[src/rtl/mod_counter_if.sv]
// Control/status bundle for mod_counter: count/load controls in, count and flags out.
interface mod_counter_if #(
  parameter int unsigned WIDTH = 4
);
  logic             CEP;
  logic             CET;
  logic             PE;
  logic             UD;
  logic [WIDTH-1:0] D;
  logic             WCLR;
  logic [WIDTH-1:0] Q;
  logic             TC;
  logic             WRAP;

  modport master (output CEP, CET, PE, UD, D, WCLR, input  Q, TC, WRAP);
  modport slave  (input  CEP, CET, PE, UD, D, WCLR, output Q, TC, WRAP);
endinterface

[src/rtl/mod_counter.sv]
// Parametrised up/down modulo counter with 161-style CEP/CET/PE/TC cascade and sticky WRAP.
// Define CNT_SATURATE_EN to saturate at the terminal values instead of wrapping.
module mod_counter #(
  parameter int unsigned WIDTH   = 4,
  parameter int unsigned MODULUS = 16
) (
  input  logic          Clk,
  input  logic          MR,
  mod_counter_if.slave  bus
);
  localparam logic [WIDTH-1:0] TOP = WIDTH'(MODULUS - 1);

  logic [WIDTH-1:0] q_r, q_nxt;
  logic             wrap_r, wrap_nxt;
  logic             terminal;
  logic             count_en;
  logic             term_evt;

  assign terminal = bus.UD ? (q_r == TOP) : (q_r == '0);
  assign count_en = bus.PE & bus.CEP & bus.CET;
  assign term_evt = count_en & terminal;

  always_comb begin
    q_nxt    = q_r;
    wrap_nxt = wrap_r;
    if (!bus.PE) begin
      q_nxt = (bus.D > TOP) ? TOP : bus.D;
    end else if (count_en) begin
      if (terminal) begin
`ifdef CNT_SATURATE_EN
        q_nxt = q_r;
`else
        q_nxt = bus.UD ? '0 : TOP;
`endif
      end else begin
        q_nxt = bus.UD ? q_r + 1'b1 : q_r - 1'b1;
      end
    end
    // A terminal event in the same cycle beats WCLR.
    if (term_evt)
      wrap_nxt = 1'b1;
    else if (bus.WCLR)
      wrap_nxt = 1'b0;
  end

  always_ff @(posedge Clk) begin
    if (MR) begin
      q_r    <= '0;
      wrap_r <= 1'b0;
    end else begin
      q_r    <= q_nxt;
      wrap_r <= wrap_nxt;
    end
  end

  assign bus.Q    = q_r;
  assign bus.WRAP = wrap_r;
  assign bus.TC   = bus.CET & terminal;
endmodule
[src/flat_wrapper.sv]
// flat-port wrapper written by rule: the top's interface ports become plain ports
module mod_counter_flat 
#(
  parameter int unsigned WIDTH   = 4,
  parameter int unsigned MODULUS = 16
)
  (Clk, MR, bus_CEP, bus_CET, bus_PE, bus_UD, bus_D, bus_WCLR, bus_Q, bus_TC, bus_WRAP);
  mod_counter_if #(.WIDTH(WIDTH)) bus_i ();
  input  logic Clk;
  input  logic MR;
  input wire logic [$bits(bus_i.CEP)-1:0] bus_CEP;
  input wire logic [$bits(bus_i.CET)-1:0] bus_CET;
  input wire logic [$bits(bus_i.PE)-1:0] bus_PE;
  input wire logic [$bits(bus_i.UD)-1:0] bus_UD;
  input wire logic [$bits(bus_i.D)-1:0] bus_D;
  input wire logic [$bits(bus_i.WCLR)-1:0] bus_WCLR;
  output wire logic [$bits(bus_i.Q)-1:0] bus_Q;
  output wire logic [$bits(bus_i.TC)-1:0] bus_TC;
  output wire logic [$bits(bus_i.WRAP)-1:0] bus_WRAP;
  assign bus_i.CEP = bus_CEP;
  assign bus_i.CET = bus_CET;
  assign bus_i.PE = bus_PE;
  assign bus_i.UD = bus_UD;
  assign bus_i.D = bus_D;
  assign bus_i.WCLR = bus_WCLR;
  assign bus_Q = bus_i.Q;
  assign bus_TC = bus_i.TC;
  assign bus_WRAP = bus_i.WRAP;
  mod_counter #(.WIDTH(WIDTH), .MODULUS(MODULUS)) u_core (.Clk(Clk), .MR(MR), .bus(bus_i));
endmodule
[config.mk]
export PLATFORM = sky130hd
export DESIGN_NAME = mod_counter_flat
export DESIGN_NICKNAME = d
export VERILOG_FILES = /design/src/rtl/mod_counter_if.sv /design/src/rtl/mod_counter.sv /design/src/flat_wrapper.sv
export SDC_FILE = /design/constraint.sdc
export NUM_CORES = 1
export LEC_CHECK = 0
export BUFFER_PORTS_ARGS = -buffer_cell sky130_fd_sc_hd__buf_2
export CAP_MARGIN = 10
export CORE_AREA = 3 3 40 42
export DETAILED_ROUTE_END_ITERATION = 12
export DIE_AREA = 0 0 43 45
export PLACE_DENSITY_LB_ADDON = 0.25
export SLEW_MARGIN = 20
export SYNTH_ARGS = -nofsm -noshare
export SYNTH_HDL_FRONTEND = slang
export SYNTH_SLANG_ARGS = --single-unit
[constraint.sdc]
create_clock -name Clk -period 1.61 [get_ports Clk]
set_clock_uncertainty 0.1 [all_clocks]
set_input_delay 0.0805 -clock Clk [delete_from_list [all_inputs] [get_ports Clk]]
set_output_delay 0.0805 -clock Clk [all_outputs]
set_load 0.02 [all_outputs]
==> flow_metrics.py, run 1 <==
metrics = {
    "logic_synthesis": {
        "yosys.area.top_type_share": 0.266,
        "synth.largest_area_cell": "dfxtp_1",
        "yosysWarnings": 0,
        "synth.distinct_cells": 22,
        "async_reset_ff_frac": 0,
        "synth_ff_type": "dfxtp_1",
        "ys_seq_area_frac": 0.266,
        "synth_mux_area_frac": 0,
        "synth-compound-area-share": 0.292,
        "synthAdderAreaFrac": 0.120,
        "synthTopCellsByArea": "dfxtp_1 (27%), a2111oi_2 (8.0%), nor2_1 (7.0%)",
        "synth-simple-area-share": 0.199,
        "synth_area_per_cell_um2": 8.56,
        "syn_inst": 44,
        "synthXorXnorAreaFrac": 0.0930,
        "synthesis.nets": 58,
        "synth_seq_cells": 5,
        "synth-edff-count": 0,
        "synth.most_common_cell": "nor2_1",
        "netlist_area_um2": 377,
        "synth_top_family_by_area": "compound AO/OA/AOI/OAI gates",
        "synthTopCellsByCount": "nor2_1 (7), a21oi_1 (5), dfxtp_1 (5)",
    },
    "finish": {
        "fillers": 130,
        "fin_nets": 85,
        "drive_above_1_share": 0.500,
        "area_delta_synth_final_pct": 61.1,
        "multiInputGateArea_um2": 293,
        "diodes": 0,
        "seqCellArea_um2": 111,
    },
    "floorplanning": {
        "num_io_pins": 17,
        "coreArea_um2": 1280,
        "rows": 13,
        "start_util": 0.293,
        "die-area_um2": 1940,
        "die_h_um": 45,
        "die_w_um": 43,
    },
    "drt": {
        "met2_wirelength_um": 374,
        "vias": 403,
        "wl_met3_um": 79,
        "postRouteWirelength_um": 947,
        "drt_iter0_markers": 0,
        "vias_per_cell": 4.74,
        "first_pass_iters": 1,
        "antenna_left": 0,
        "drt-met1-wl_um": 488,
        "drc": 0,
        "routed.top_layer": "met4",
        "avgRoutedWirePerCell_um": 11.1,
    },
    "global_route": {
        "grt_pass1_wl_um": 1460,
        "grt_usage": 0.102,
        "grt_max_degree": 11,
        "antenna_found_initial": 0,
        "grt_pass1_vias": 361,
        "overflow": 0,
    },
    "clock_tree": {
        "cts_root_buf": "clkbuf_4",
        "clock_latency_ns": 0.24,
        "cts_tree": "built",
        "clk_pin_slew_ns": 0.05,
        "numCtsBuffers": 3,
        "clockBufferDepth": 2,
        "cts.sinks": 5,
        "h-tree-depth": 1,
    },
    "worst_setup_path": {
        "cpPeakStageDelay_ns": 0.55,
        "crit_buf_inv": 1,
        "worstPathMaxFanout": 2,
        "cp.arrival_ns": 1.48,
        "path_class": "reg2out",
        "cp_slowest_cell": "or4_4",
        "critPathCaptureType": "primary output",
        "rrSetupSlack_ns": -0.04,
        "crit_chain": "or4_4 > nor2_4 > o21a_1 > buf_6",
        "worstSetupStartpointType": "flip-flop",
        "cp_top_family": "simple AND/OR/NAND/NOR gates",
        "required_ns": 1.43,
    },
    "pwr": {
        "ir_drop_mv": 0.398,
        "power_leakage_nw": 0.280,
        "p_per_area_nw_per_um2": 786,
        "p_total_mw": 0.477,
    },
    "worst_hold_path": {
        "holdCritPathClass": "in2reg",
    },
    "sta": {
        "maxSlewViolCount": 0,
        "setup_slack_ns": -0.0510,
        "rsz0062_at_grt": "yes",
        "hold_ws_ns": 0.0388,
        "tightest_slew_ns": 0.316,
        "report.final.hold_viol_count": 0,
        "fin_crit_sh": 1.03,
        "report.final.setup_viol": 2,
        "period_needed_ns": 1.66,
        "fmax_ghz": 0.602,
        "relSlewSlack": 0.788,
    },
    "placed_design": {
        "port_buffers": 16,
        "place_ws_ns": 0.0100,
        "finalWeightedCongestion": 0.722,
        "hpwl_um": 718,
    },
    "run_status": {
        "violations": "negative setup slack",
        "outcome": "finished with violations",
    },
    "flow_run": {
        "maxCapViolations": 0,
    },
}
-- metal layers --
metal | GRT usage | vias to the layer above
met5 | 0 | -
li1 | - | 215
met1 | 0.135 | 170
met2 | 0.153 | 16
met4 | 0.0542 | 0
met3 | 0.0239 | 2
-- flip-flops by register name, indices dropped and copies added (netlist names) --
signal	count
u_core.bus.Q	4
u_core.bus.WRAP	1
-- layout by cell type (no fill, tap or decap), types with 2 or more instances in the layout --
master	instances
buf_2	15
nor2_1	6
buf_4	5
a21oi_2	3
clkbuf_4	3
dlygate4sd3_1	3
dfxtp_4	3
and3_1	2
a2111oi_2	2
a21oi_1	2
xor2_1	2
xnor2_1	2
a211oi_1	2
nand2_1	2
ha_1	2
dfxtp_1	2
-- worst min-delay path, stage by stage --
cell       delay (ns)
buf_2            0.09
nor2_1           0.10
a2111oi_2        0.06
-- where the power goes --
| part | switching, mW | internal, mW |
|---|---|---|
| combinational | 0.0902 | 0.0852 |
| clock | 0.0592 | 0.0942 |
| sequential | 0.0104 | 0.138 |
-- final timing paths --
kind,start,endpoint,depth (start not counted)
setup / recovery,u_core.bus.Q[3]$_SDFFE_PP0P_,bus_TC,4
hold / removal,bus_D[1],u_core.bus.Q[1]$_SDFFE_PP0P_,3
setup reg to reg,u_core.bus.Q[3]$_SDFFE_PP0P_,u_core.bus.Q[1]$_SDFFE_PP0P_,4
hold reg to reg,u_core.bus.WRAP$_SDFFE_PP0P_,u_core.bus.WRAP$_SDFFE_PP0P_,2
-- stage by stage --
step | cell area, um^2 | setup TNS (ns) | utilization | std cells
3_5_place_dp | 508 | 0 | 0.395 | 75
5_1_grt | 607 | -0.244 | 0.472 | 85
6_report | 607 | -0.0870 | 0.472 | 85
4_1_cts | 588 | -0.0590 | 0.458 | 83
3_3_place_gp | 508 | 0 | 0.395 | 75
2_1_floorplan | 402 | 0 | - | 44
-- layout make-up --
class | instances | share of cell area
multi-input combinational | 36 | 0.482
timing repair buffer | 24 | 0.254
sequential | 5 | 0.184
clock buffer | 4 | 0.0433
tap | 15 | 0.0309
inverter | 1 | 0.00619
-- cells by family after synthesis --
kind of cell	after synthesis
buffers and inverters	3
AOI/OAI and AO/OA	14
adders and majority gates	3
xor gates and xnor gates	4
and+or+nand+nor	15
DFF	5
-- repair_timing --
action,CTS,global route
pin swaps,2,3
setup endpoints to repair,2,4
hold endpoints to repair,4,0
gates resized for setup,5,1
hold buffers,3,0
buffers inserted,1,2
Power figures use the tool's default switching activity.
==> run 2: changes to the inputs <==
ABC_AREA = 1   (was not set)
TNS_END_PERCENT = 50   (was not set)
==> run 2 against run 1 <==
  * The run now ends clean
  * Global-route usage rose by 0.68 points
  * Register-to-register slack better by 0.29 ns
  * Synthesized cell count grew 30%
  * Synthesized area up 5.0%
  * Maximum frequency grew 10%
  * Sequential cell count unchanged
  * Sequential share of layout area decreased by 0.17 points
  * Worst hold slack worse by 0.035 ns
  * Via count up 6.2%
  * Largest power group is now sequential cells
==> flow_metrics.py, run 2 <==
metrics = {
    "global_route": {
        "top_usage_layer": "met2",
        "use_met3": 0.0797,
        "grt_pass1_wl_um": 1520,
        "grt_use_met1": 0.0993,
        "grt_pass1_vias": 421,
        "antenna_found_initial": 0,
        "grt_max_degree": 8,
        "overflow": 0,
        "gr-usage-met2": 0.180,
        "grt_usage": 0.108,
    },
    "pwr": {
        "p_seq_frac": 0.351,
        "swShare": 0.324,
        "p_comb_frac": 0.300,
        "clkPwrFrac": 0.349,
        "ir_drop_mv": 0.470,
        "power_leakage_nw": 0.308,
        "p_sw_mw": 0.135,
        "p_per_area_nw_per_um2": 758,
        "internal_power_mw": 0.282,
    },
    "logic_synthesis": {
        "yosysWarnings": 0,
        "netlist_area_um2": 395,
        "synth.distinct_cells": 18,
        "synth.most_common_cell": "nand2_1",
        "synth.largest_area_cell": "dfxtp_1",
        "synthesis.nets": 71,
        "synth-edff-count": 0,
        "synth_area_per_cell_um2": 6.94,
        "syn_inst": 57,
        "async_reset_ff_frac": 0,
        "synth_seq_cells": 5,
        "ys_seq_area_frac": 0.253,
        "synthTopCellsByCount": "nand2_1 (15), nor2_1 (8), inv_1 (6)",
        "synthTopCellsByArea": "dfxtp_1 (25%), nand2_1 (14%), a21oi_2 (8.9%)",
        "yosys.area.top_type_share": 0.253,
        "synth_ff_type": "dfxtp_1",
    },
    "placed_design": {
        "port_buffers": 16,
        "hpwl_um": 762,
        "finalWeightedCongestion": 0.734,
        "dpl_cell_area_um2": 502,
    },
    "drt": {
        "vias": 428,
        "vias_per_cell": 4.51,
        "postRouteWirelength_um": 894,
        "antenna_left": 0,
        "first_pass_iters": 4,
        "drt_iter0_markers": 8,
        "drc": 0,
        "avgRoutedWirePerCell_um": 9.41,
    },
    "worst_setup_path": {
        "critPathCaptureType": "primary output",
        "cp.arrival_ns": 1.33,
        "cp_common_cell": "buf_4",
        "path_class": "reg2out",
        "required_ns": 1.43,
        "rrSetupSlack_ns": 0.25,
        "crit_chain": "buf_4 > nor3_2 > nand2_1 > a21oi_1 > buf_4",
        "worstSetupStartpointType": "flip-flop",
        "cpPeakStageDelay_ns": 0.36,
        "cp_slowest_cell": "dfxtp_1",
        "worstPathMaxFanout": 4,
    },
    "clock_tree": {
        "numCtsBuffers": 3,
        "cts_tree": "built",
        "clockBufferDepth": 2,
        "post_cts_buffers": 0,
        "clock_latency_ns": 0.25,
        "cts_root_buf": "clkbuf_4",
        "cts.sinks": 5,
        "clk_pin_slew_ns": 0.04,
        "h-tree-depth": 1,
    },
    "sta": {
        "report.final.hold_viol_count": 0,
        "tightest_slew_ns": 0.274,
        "rsz0062_at_grt": "no",
        "fmax_ghz": 0.664,
        "relSlewSlack": 0.817,
        "period_needed_ns": 1.51,
        "maxSlewViolCount": 0,
        "report.final.setup_viol": 0,
        "fin_crit_sh": 0.936,
        "finalSetupTns_ns": 0,
    },
    "floorplanning": {
        "rows": 13,
        "die-area_um2": 1940,
        "start_util": 0.308,
        "num_io_pins": 17,
        "die_h_um": 45,
        "coreArea_um2": 1280,
        "die_w_um": 43,
    },
    "finish": {
        "final_cell_mix": "nand2_1 (15), buf_2 (15), nor2_1 (8)",
        "diodes": 0,
        "final_cell_area_um2": 551,
        "fin_nets": 95,
        "largest_reg_flops": 4,
        "area_delta_synth_final_pct": 39.2,
        "drive_above_1_share": 0.350,
    },
    "worst_hold_path": {
        "holdCritPathClass": "in2reg",
    },
    "run_status": {
        "outcome": "finished, final reports clean",
    },
    "flow_run": {
        "maxCapViolations": 0,
    },
}
-- run 2: cell types whose count changed after synthesis, sizes merged, moves of 2 or more --
cell / previous run / this run
o21ai: 1 / 3
a211oi: 2 / 0
inv: 1 / 7
xnor2: 2 / 0
nand2: 2 / 15
nand3: 1 / 3
and3: 2 / 0
o211ai: 2 / 0
a2111oi: 2 / 0
clkbuf: 2 / 0
-- run 2: area by class of cell --
type                       instances  area (um^2)
fill                             138          734
multi-input combinational         44          265
timing repair buffer              19          110
sequential                         5          100
inverter                           8         30.0
clock buffer                       4         26.3
tap                               15         18.8
-- run 2: repair_timing --
action	in CTS	in global routing
hold endpoints to repair	1	0
hold buffers	2	0
resized for setup	0	1
endpoints found under the setup margin	0	1
-- run 2: routing by layer --
layer	routed length [um]	share of wire
met1	363	0.41
met2	466	0.52
met3	64	0.072
met4	0	0
met5	0	0
-- run 2: path summary, 6_finish.rpt --
kind,end,depth (start not counted),from
max,bus_TC,5,u_core.bus.Q[0]$_SDFFE_PP0P_
max reg2reg,u_core.bus.Q[3]$_SDFFE_PP0P_,6,u_core.bus.Q[2]$_SDFFE_PP0P_
min,u_core.bus.Q[0]$_SDFFE_PP0P_,3,bus_D[0]
min reg2reg,u_core.bus.WRAP$_SDFFE_PP0P_,2,u_core.bus.WRAP$_SDFFE_PP0P_
-- run 2: critical path: cells and delay by family, from the launching register on --
| family | cells | cell delay [ns] |
|---|---|---|
| buffers and inverters | 2 | 0.33 |
| AND/OR/NAND/NOR | 2 | 0.24 |
| flip-flops | 1 | 0.36 |
| AO/OA/AOI/OAI | 1 | 0.16 |
-- run 2: power by group through the flow --
stage	clock, mW	combinational, mW	sequential (mW)
floorplan	0	0.0682	0.159
CTS	0.151	0.126	0.146
finish	0.145	0.125	0.147
detailed placement	0	0.122	0.149
global placement	0	0.121	0.148
global route	0.171	0.142	0.148
-- run 2: metrics by stage --
step	worst slack [ns]	util	power, mW	cells	hold slack, ns
floorplan	0.159	-	0.227	57	0.0429
global placement	0.277	0.390	0.269	89	0.198
detailed placement	0.249	0.390	0.271	89	0.199
CTS	0.0819	0.426	0.424	95	0.00577
global route	0.00976	0.428	0.461	95	0.00398
finish	0.103	0.428	0.417	95	0.00388
-- run 2: cells by family after synthesis --
kind of cell | after synthesis | synth area share
simple gates | 29 | 0.342
compound gates | 10 | 0.171
buf+inv | 8 | 0.0759
flops | 5 | 0.253
fa+ha+maj | 3 | 0.114
xor+xnor | 2 | 0.0443
